===== config.mk =====
export PLATFORM = sky130hd
export DESIGN_NAME = traffic_phase_ctrl
export DESIGN_NICKNAME = d
export VERILOG_FILES = /design/src/rtl/traffic_phase_ctrl.sv
export SDC_FILE = /design/constraint.sdc
export NUM_CORES = 1
export LEC_CHECK = 0
export ABC_AREA = 1
export CAP_MARGIN = 20
export CORE_MARGIN = 8
export CORE_UTILIZATION = 48
export DETAILED_ROUTE_END_ITERATION = 8
export PLACE_DENSITY = 0.8
export SYNTH_ARGS = -nofsm -noshare
export SYNTH_HDL_FRONTEND = slang
export SYNTH_SLANG_ARGS = --single-unit

===== constraint.sdc =====
create_clock -name clk -period 1.9 [get_ports clk]
set_input_delay 0.38 -clock clk [delete_from_list [all_inputs] [get_ports clk]]
set_output_delay 0.38 -clock clk [all_outputs]
set_load 0.01 [all_outputs]

===== src/rtl/traffic_phase_ctrl.sv =====
// Two-road intersection phase sequencer: owns the seconds countdown, walks the
// green / yellow / all-red phases on an enabled 1 Hz tick and grants the side
// road only after a latched vehicle request.
module traffic_phase_ctrl #(
   parameter int pGREEN_MAIN = 30,
   parameter int pGREEN_SIDE = 20,
   parameter int pYELLOW     = 3,
   parameter int pALL_RED    = 1,
   localparam int MAX_A      = (pGREEN_MAIN > pGREEN_SIDE) ? pGREEN_MAIN : pGREEN_SIDE,
   localparam int MAX_B      = (pYELLOW > pALL_RED) ? pYELLOW : pALL_RED,
   localparam int MAX_DUR    = (MAX_A > MAX_B) ? MAX_A : MAX_B,
   localparam int W          = $clog2(MAX_DUR + 1)
) (
   input  logic         clk,
   input  logic         rst,
   input  logic         en,
   input  logic         tick,
   input  logic         side_req,
   output logic [2:0]   main_lights,
   output logic [2:0]   side_lights,
   output logic [W-1:0] remaining,
   output logic         last,
   output logic         pre_last,
   output logic         side_pending
);

   typedef enum logic [2:0] {
      ALL_RED_M   = 3'd0,
      MAIN_GREEN  = 3'd1,
      MAIN_YELLOW = 3'd2,
      ALL_RED_S   = 3'd3,
      SIDE_GREEN  = 3'd4,
      SIDE_YELLOW = 3'd5
   } state_t;

   // {R,Y,G} light codes
   localparam logic [2:0] L_RED = 3'b100;
   localparam logic [2:0] L_YEL = 3'b010;
   localparam logic [2:0] L_GRN = 3'b001;

   state_t         state_q, state_d;
   logic [W-1:0]   remaining_q, remaining_d;
   logic           pending_q, pending_d;
   logic           tick_eff;
   logic           pend_next;

   // Duration loaded on entry to each phase
   function automatic logic [W-1:0] dur(input state_t s);
      case (s)
         MAIN_GREEN:  dur = W'(pGREEN_MAIN);
         MAIN_YELLOW: dur = W'(pYELLOW);
         SIDE_GREEN:  dur = W'(pGREEN_SIDE);
         SIDE_YELLOW: dur = W'(pYELLOW);
         default:     dur = W'(pALL_RED);
      endcase
   endfunction

   assign tick_eff  = tick & en;
   // A request landing on the final main-green tick still counts
   assign pend_next = pending_q | side_req;

   // Next-state: countdown, phase transitions, illegal-encoding recovery
   always_comb begin
      state_d     = state_q;
      remaining_d = remaining_q;
      case (state_q)
         ALL_RED_M, MAIN_GREEN, MAIN_YELLOW,
         ALL_RED_S, SIDE_GREEN, SIDE_YELLOW: begin
            if (tick_eff) begin
               if (remaining_q > W'(1)) begin
                  remaining_d = remaining_q - W'(1);
               end else begin
                  case (state_q)
                     ALL_RED_M:   state_d = MAIN_GREEN;
                     MAIN_GREEN:  state_d = pend_next ? MAIN_YELLOW : MAIN_GREEN;
                     MAIN_YELLOW: state_d = ALL_RED_S;
                     ALL_RED_S:   state_d = SIDE_GREEN;
                     SIDE_GREEN:  state_d = SIDE_YELLOW;
                     default:     state_d = ALL_RED_M;
                  endcase
                  // Resting on main reloads the full green as well
                  remaining_d = dur(state_d);
               end
            end
         end
         default: begin
            state_d     = ALL_RED_M;
            remaining_d = W'(pALL_RED);
         end
      endcase
   end

   // Request latch: cleared on entry to and throughout side green, so requests
   // seen while the side road is already being served are dropped
   always_comb begin
      pending_d = pending_q | side_req;
      if (state_q == SIDE_GREEN || state_d == SIDE_GREEN) begin
         pending_d = 1'b0;
      end
   end

   // State registers with synchronous reset into the main-side all-red
   always_ff @(posedge clk) begin
      if (rst) begin
         state_q     <= ALL_RED_M;
         remaining_q <= W'(pALL_RED);
         pending_q   <= 1'b0;
      end else begin
         state_q     <= state_d;
         remaining_q <= remaining_d;
         pending_q   <= pending_d;
      end
   end

   // Light heads decoded from the registered state; anything unknown is red
   always_comb begin
      main_lights = L_RED;
      side_lights = L_RED;
      case (state_q)
         MAIN_GREEN:  main_lights = L_GRN;
         MAIN_YELLOW: main_lights = L_YEL;
         SIDE_GREEN:  side_lights = L_GRN;
         SIDE_YELLOW: side_lights = L_YEL;
         default: begin
            main_lights = L_RED;
            side_lights = L_RED;
         end
      endcase
   end

   assign remaining    = remaining_q;
   assign last         = (remaining_q == W'(1));
   assign pre_last     = (remaining_q == W'(2));
   assign side_pending = pending_q;

endmodule

After elaboration in Yosys (flattened, before gate mapping)
Cells that the tools add are included.
- bits in registers: 9
- word-level logic and storage cells: 38
- add/subtract/negate cells: 1
- magnitude comparators: 1
- equal/unequal tests: 12
- multiplexer cells: 12
- bitwise gates (word level): 3
- reductions and logical operators: 6
- operators by type and width (cell ; count):
    $mux W3 ; 6
    $eq A3 B3 Y1 const B ; 5
    $pmux W3 S5 ; 1
    $pmux W5 S3 ; 1
    $pmux W3 S2 ; 2
    $eq A3 B2 Y1 const B ; 3
    $eq A3 B1 Y1 const B ; 2
    $reduce_or A2 Y1 ; 3
    $reduce_or A6 Y1 ; 1
    $eq A5 B1 Y1 const B ; 1
    $eq A5 B2 Y1 const B ; 1
    $gt A5 B1 Y1 const B ; 1
    $mux W5 ; 1
    $sub A5 B1 Y5 const B ; 1
    $logic_not A3 Y1 ; 1
    $mux W2 ; 1
    $and A1 B1 Y1 ; 1
    $logic_or A1 B1 Y1 ; 1
    $not A1 Y1 ; 1
    $or A1 B1 Y1 ; 1

Longest topological paths before layout
Gate-level depths: netlist of the first run.
- depth after elaboration: 12
- depth in mapped cells: 9
- mapped depth without buffers: 9

Worst setup path before layout of the first run
No wires, ideal clock.
- path type: flip-flop to output port
- start: register state_q[1]
- end: output main_lights[2]
- arrival: 932 ps
- setup slack: 588 ps
- stages on the path, launching flop included: 6
- path through: dfxtp_1 > inv_2 > nand3_2 > inv_1 > or2_1 > inv_1
- word-level cells in the longest chain between the ends: 2
- elaborated cells on any way between the ends: 3
- ends and longest elaborated chain (what ; RTL line ; source):
    start, declared ; 41 ; state_t state_q, state_d;
    start signal, assigned ; 109 ; state_q <= state_d;
    $eq A3 B2 Y1 / $eq A3 B1 Y1 (equally long branches) ; 119 ; case (state_q)
    $pmux W3 S2 (*) ; 119 ;
    end, declared ; 19 ; output logic [2:0] main_lights,
Mark *: on every way between the ends. The rest lies on a longest branch, timed or not.

Worst setup path in the final report of the first run
- start: register state_q[1]
- end: output side_lights[2]
- word-level cells in the longest chain between the ends: 2
- elaborated cells on any way between the ends: 3
- ends and longest elaborated chain (what ; RTL line ; source):
    $eq A3 B3 Y1 ; 119 ;
    $pmux W3 S2 (*) ; 119 ;
    end, declared ; 20 ; output logic [2:0] side_lights,
Marked as above.

==> results of run 1 <==
## synth_stat cells, drive strengths merged
master / instances / area, µm²
a21oi: 8 / 47.6
nor3: 1 / 16.3
o211ai: 1 / 7.51
or2: 1 / 6.26
dfxtp: 9 / 180
o21ai: 9 / 45.0
nand3: 9 / 60.1
buf: 1 / 7.51
nor2: 15 / 63.8
nand2: 32 / 138
ha: 3 / 37.5
inv: 14 / 52.6
clkinv: 1 / 5.00
## worst paths after layout
| path | from | end | slack (ns) |
|---|---|---|---|
| setup / recovery | state_q[1]$_SDFF_PP0_ | side_lights[2] | 0.09 |
| hold / removal | remaining[1]$_SDFFE_PP0P_ | remaining[1]$_SDFFE_PP0P_ | 0.52 |
| setup reg to reg | remaining[1]$_SDFFE_PP0P_ | state_q[1]$_SDFF_PP0_ | 0.57 |
| hold reg to reg | remaining[1]$_SDFFE_PP0P_ | remaining[1]$_SDFFE_PP0P_ | 0.52 |
## state kept, by name (all words and copies together), names as in the netlist
name          count
remaining         5
state_q           3
side_pending      1
## area by class of cell
class,count,area (µm²)
clock buffers,3,22.5
clock inverters,1,5.00
fillers,126,397
inverters,15,57.6
multi-input cells,79,427
flip-flops and latches,9,185
well taps,15,18.8
repair buffers,20,189
## worst register-to-register path: cells and delay by family (launching register included)
kind	cells	cell delay, ns
adders and majority gates	1	0.19
and+or+nand+nor	6	0.54
buffers and inverters	1	0.08
AOI/OAI and AO/OA	1	0.07
DFF	1	0.39
## cells by family after synthesis
kind of cell               Yosys count  share of synthesized area [%]
AOI/OAI and AO/OA                   18                           15.0
DFF                                  9                           27.0
adders and majority gates            3                           5.63
buffers and inverters               16                           9.76
and+or+nand+nor                     58                           42.6
## per-layer routing
layer | GRT usage [%] | share of wire (%) | vias to the layer above
met4 | 6.30 | 1.7 | 0
li1 | - | - | 375
met3 | 5.32 | 8.2 | 5
met1 | 15.7 | 41 | 327
met2 | 22.5 | 49 | 26
met5 | 0 | 0 | -
## metrics by stage
stage | total power [W] | area (µm²)
floorplan | 0.000385 | 667
global placement | 0.000475 | 873
detailed placement | 0.000482 | 873
CTS | 0.000629 | 905
global route | 0.000673 | 905
finish | 0.000629 | 905
## power breakdown
group / leakage, nW / total (W) / switching, W / internal [W]
clock network: 0.0177 / 0.000157 / 0.0000788 / 0.0000782
registers: 0.0752 / 0.000227 / 0.0000219 / 0.000205
logic: 0.350 / 0.000246 / 0.000142 / 0.000104
total: 0.443 / 0.000629 / 0.000243 / 0.000387
==> run_results.csv, run 1 <==
group,metric,value,unit
hold_path,hold_class,"reg -> reg",
setup_path,reg2reg_depth,9,
layout,area_delta_synth_final,35.6,%
floorplanning,rows,13,
timing,rsz0062_at_grt,"no",
setup_path,path_buf_inv,3,
clock_network,htree_levels,1,
synthesis,synthDistinctLibCells,20,
clock_network,cts_hold_buf,0,
setup_path,crit_required,1.52,ns
clock_network,post_cts_buffers,0,
timing,period_share,95.1,%
layout,mostFrequentLayoutCell,"nand2_1",
timing,worstMarginPinSlew,0.282,ns
placed_design,placedCellCount,138,
clock_network,cts_tree,"built",
setup_path,crit_cells,4,
clock_network,clock_sinks,9,
route,post_drt_wl_per_cell,12.1,µm
setup_path,endpoint_kind,"primary output",
clock_network,clockRootBuffer,"clkbuf_4",
clock_network,clkTransAtPathRegs,0.06,ns
global_route,grt_max_degree,11,
setup_path,arrival,1.43,ns
synthesis,yosysWarnings,0,
setup_path,worstSetupStartpointType,"register",
power,p_leak,0.443,nW
floorplanning,dieArea,0.00284,mm²
route,viasPerCell,5.16,
floorplanning,ioPinCount,19,
power,vdd.ir_drop.worst,0.683,mV
timing,finalHoldViolations,0,
layout,utilization,69.5,%
route,drt_iter0_drc,19,
timing,slew_headroom,81.1,%
global_route,antenna_found_initial,0,
placed_design,dp_hpwl,1.39,mm
layout,final_cell_mix,"nand2_1, clkdlybuf4s50_1, nor2_1",
setup_path,path_cells,"buf_4, nor2_4, inv_1, clkdlybuf4s50_1",
synthesis,ys_seq_area_share,27.0,%
global_route,grt_pass1_vias,654,
setup_path,path_class,"reg -> out",
synthesis,synth.cell_area,667,µm²
floorplanning,core,0.00130,mm²
layout,layout.cells.non_filler,142,
layout,finish.net_count,136,
clock_network,clock_latency,0.27,ns
hold_path,holdPathStages,2,
status,outcome,"finished clean",
global_route,grt-ovfl-total,0,
route,ant_nets,0,
global_route,grt_pass1_wl,2.91,mm
layout,antenna_cells,0,
run,cap_violations,0,
synthesis,synth_cells,104,
timing,period_needed,1.81,ns
route,route.detailed.drc,0,
setup_path,crit_fanout,6,
timing,setup_viol,0,
global_route,grt_usage,13.9,%
placed_design,routabilityCongestion,0.853,
setup_path,slowest_stage,"clkdlybuf4s50_1",
route,dr.pass1.iters,5,
synthesis,synth_fp_nets,112,
route,drt-total-wl,1.72,mm
timing,max_freq,0.553,GHz
timing,hold_ws,0.518,ns
layout,drive_above_1_share,19.7,%
power,p_per_area,696,mW/mm²
clock_network,cts_buffers,3,
synthesis,synth-seq-cells,9,
setup_path,cp_top_family,"buffers and inverters",
route,via_count,733,
clock_network,cts_buffer_depth,2,
timing,finalClockSkew,0.000884,ns
timing,slew_viol_final,0,
setup_path,slowest_delay,0.53,ns
timing,finalSetupTns,0,ns
floorplanning,die_h,53.3,µm
floorplanning,start_util,51.3,%
clock_network,cts_resized,10,
floorplanning,die_width,53.3,µm
synthesis,syn_avg_cell_area,6.41,µm²
timing,setup_ws,0.0931,ns
placed_design,pre_cts_slack,0.0871,ns
placed_design,portBuffers,18,
No activity file was read; power rests on OpenSTA's default activity.
==> run 2: changes to the inputs <==
ABC_AREA = not set   (was 1)
PLACE_DENSITY = 0.81   (was 0.8)
==> run 2 against run 1 <==
Compared with the run above:
- synthesized cell count is 23% lower
- clock power hardly changed
- design area is 5.5% higher
- combinational power is 8% lower
- sequential share of layout area is 0.81 points lower
- power is 2.4% lower
- clock-buffer cell count is 1 higher
- first-iteration DRC count is 37% lower
- clock skew is 0.0023 ns higher
- setup slack better by 0.043 ns
- critical path type unchanged
- critical endpoint unchanged
- highest routed layer unchanged
==> run_results.csv, run 2 <==
group,metric,value,unit
status,outcome,"finished clean",
layout,antenna_cells,0,
timing,setup_viol,0,
synthesis,ys_seq_area_share,27.3,%
synthesis,yosysMostFrequentCell,"dfxtp_1",
power,pwr-share-comb,37.0,%
route,post_drt_wl_per_cell,14.2,µm
layout,finish.net_count,119,
power,vdd.ir_drop.worst,0.426,mV
timing,max_freq,0.567,GHz
layout,utilization,74.3,%
synthesis,synthTopCellsByArea,"dfxtp_1, mux2i_1, ha_1",
synthesis,synth-edff-count,0,
synthesis,synth_cells,80,
timing,period_needed,1.76,ns
clock_network,cts_buffer_depth,2,
setup_path,endpoint_kind,"primary output",
synthesis,synth_fp_nets,88,
setup_path,cp_top_family,"buffers and inverters",
synthesis,synth.top_cell.area_share,27.3,%
layout,final_cell_mix,"clkdlybuf4s50_1, buf_4, nor2_1",
layout,largest_reg_flops,5,
clock_network,htree_levels,1,
setup_path,reg2reg_from,"remaining[1]$_SDFFE_PP0P_",
floorplanning,die_width,53.1,µm
floorplanning,die_h,53.1,µm
setup_path,startpoint,"state_q[1]$_SDFF_PP0_",
timing,worstMarginPinSlew,0.443,ns
power,p_seq_share,37.1,%
floorplanning,core,0.00128,mm²
synthesis,synth_area_leader_cell,"dfxtp_1",
power,p_leak,0.469,nW
power,p_per_area,643,mW/mm²
route,route.detailed.drc,0,
route,dr.pass1.iters,4,
timing,slew_headroom,70.4,%
setup_path,slowest_delay,0.56,ns
timing,rsz0062_at_grt,"no",
power,p_switching,0.000205,W
placed_design,dp_hpwl,1.40,mm
power,clkPwrFrac,25.8,%
synthesis,synth-seq-cells,9,
setup_path,r2r-end,"remaining[0]$_SDFFE_PP1P_",
route,drt-total-wl,1.78,mm
placed_design,portBuffers,18,
timing,hold_ws,0.513,ns
run,cap_violations,0,
setup_path,endpoint,"side_lights[2]",
setup_path,r2r_slack,0.23,ns
global_route,antenna_found_initial,0,
floorplanning,dieArea,0.00282,mm²
global_route,grt_pass1_vias,685,
power,p_total,0.000614,W
timing,finalHoldViolations,0,
setup_path,arrival,1.38,ns
synthesis,syn_avg_cell_area,8.24,µm²
route,viasPerCell,5.53,
setup_path,path_class,"reg -> out",
global_route,grt_usage,13.9,%
placed_design,routabilityCongestion,0.782,
power,swShare,33.3,%
timing,finalClockSkew,0.00315,ns
setup_path,path_cells,"nand2b_1, clkdlybuf4s50_1",
synthesis,async_flop_share,0,%
hold_path,hold_class,"reg -> reg",
global_route,grt_pass1_wl,2.92,mm
floorplanning,start_util,51.3,%
power,power.internal,0.000409,W
layout,drive_above_1_share,27.3,%
clock_network,clkTransAtPathRegs,0.07,ns
clock_network,clock_latency,0.27,ns
route,ant_nets,0,
synthesis,ys_top_cells_by_count,"dfxtp_1, nor2_1, a21oi_1",
route,via_count,691,
setup_path,path_buf_inv,1,
floorplanning,ioPinCount,19,
route,drt_iter0_drc,12,
timing,period_share,92.8,%
synthesis,synthDistinctLibCells,33,
global_route,grt-ovfl-total,0,
synthesis,yosysWarnings,0,
setup_path,slowest_stage,"clkdlybuf4s50_1",
clock_network,cts_buffers,3,
floorplanning,rows,13,
global_route,grt_max_degree,10,
layout,area_delta_synth_final,44.8,%
clock_network,cts_tree,"built",
synthesis,synth.cell_area,659,µm²
clock_network,clockRootBuffer,"clkbuf_4",
layout,nFillCells,107,
setup_path,crit_cells,2,
setup_path,crit_required,1.52,ns
setup_path,worstSetupStartpointType,"register",
synthesis,ys.flop_type,"dfxtp_1",
setup_path,reg2reg_depth,5,
timing,slew_viol_final,0,
setup_path,crit_fanout,5,
clock_network,clock_sinks,9,
-- run 2: changes by cell type after synthesis, sizes merged, moves of 3 or more --
cell    change
nor3        +5
mux2i       +4
nand2b      +3
nand3       -8
inv         -9
and2        +4
o21ai       -4
nand2      -28
nor2        -7
-- run 2: logic make-up (layout without fill, tap and decap cells) --
family,after synthesis,in the layout,share of synthesized area (%)
buffers and inverters,8,38,7.02
AOI/OAI and AO/OA,22,22,24.1
adders and majority gates,3,3,5.69
and+or+nand+nor,34,34,29.8
DFF,9,9,27.3
muxes,4,4,6.07
-- run 2: worst reg2reg max path: stages, from the launching register on --
cell     delay (ns)
dfxtp_2        0.38
inv_1          0.07
ha_2           0.20
o21ai_2        0.39
o21ai_0        0.16
a221o_1        0.35
-- run 2: repair_timing --
| action | CTS | global route |
|---|---|---|
| hold buffers | 0 | 0 |
| pin swaps | 1 | 0 |
| buffers inserted | 1 | 0 |
| resized for setup | 11 | 4 |
| setup endpoints to repair | 7 | 3 |
-- run 2: how the worst min path moves through the flow --
stage                          startpoint                     to  cells past startpoint
floorplan                             rst  state_q[2]$_SDFF_PP0_                      1
global placement    state_q[2]$_SDFF_PP0_  state_q[1]$_SDFF_PP0_                      1
detailed placement  state_q[2]$_SDFF_PP0_  state_q[1]$_SDFF_PP0_                      1
CTS                 state_q[2]$_SDFF_PP0_  state_q[1]$_SDFF_PP0_                      1
global route        state_q[2]$_SDFF_PP0_  state_q[1]$_SDFF_PP0_                      1
finish              state_q[2]$_SDFF_PP0_  state_q[1]$_SDFF_PP0_                      1
-- run 2: layout make-up --
| type | count | area, µm² | area share [%] |
|---|---|---|---|
| inverters | 5 | 18.8 | 1.97 |
| well taps | 15 | 18.8 | 1.97 |
| clock buffers | 4 | 26.3 | 2.75 |
| multi-input cells | 63 | 438 | 45.9 |
| repair buffers | 29 | 265 | 27.8 |
| flip-flops and latches | 9 | 188 | 19.7 |
-- run 2: metal layers --
layer / routed length [µm] / up-vias / track usage (%)
met5: 0 / - / 0
met4: 78 / 0 / 11.8
met3: 77 / 8 / 4.20
met2: 897 / 16 / 22.7
met1: 722 / 322 / 14.1
li1: - / 345 / -
-- run 2: power groups by stage --
stage	clock network (W)	registers, W	logic (W)
2_1_floorplan	0	0.000234	0.000122
3_3_place_gp	0	0.000228	0.000223
5_1_grt	0.000170	0.000230	0.000249
4_1_cts	0.000163	0.000227	0.000229
3_5_place_dp	0	0.000230	0.000228
6_report	0.000159	0.000228	0.000227
-- run 2: stage by stage --
step	instances	cell area [µm²]	setup TNS, ns	setup slack, ns
detailed placement	120	906	-0.000581	-0.000581
global route	125	955	0	0.0538
global placement	120	906	0	0.0353
finish	125	955	0	0.136
floorplan	80	659	0	0.261
CTS	125	946	0	0.000100
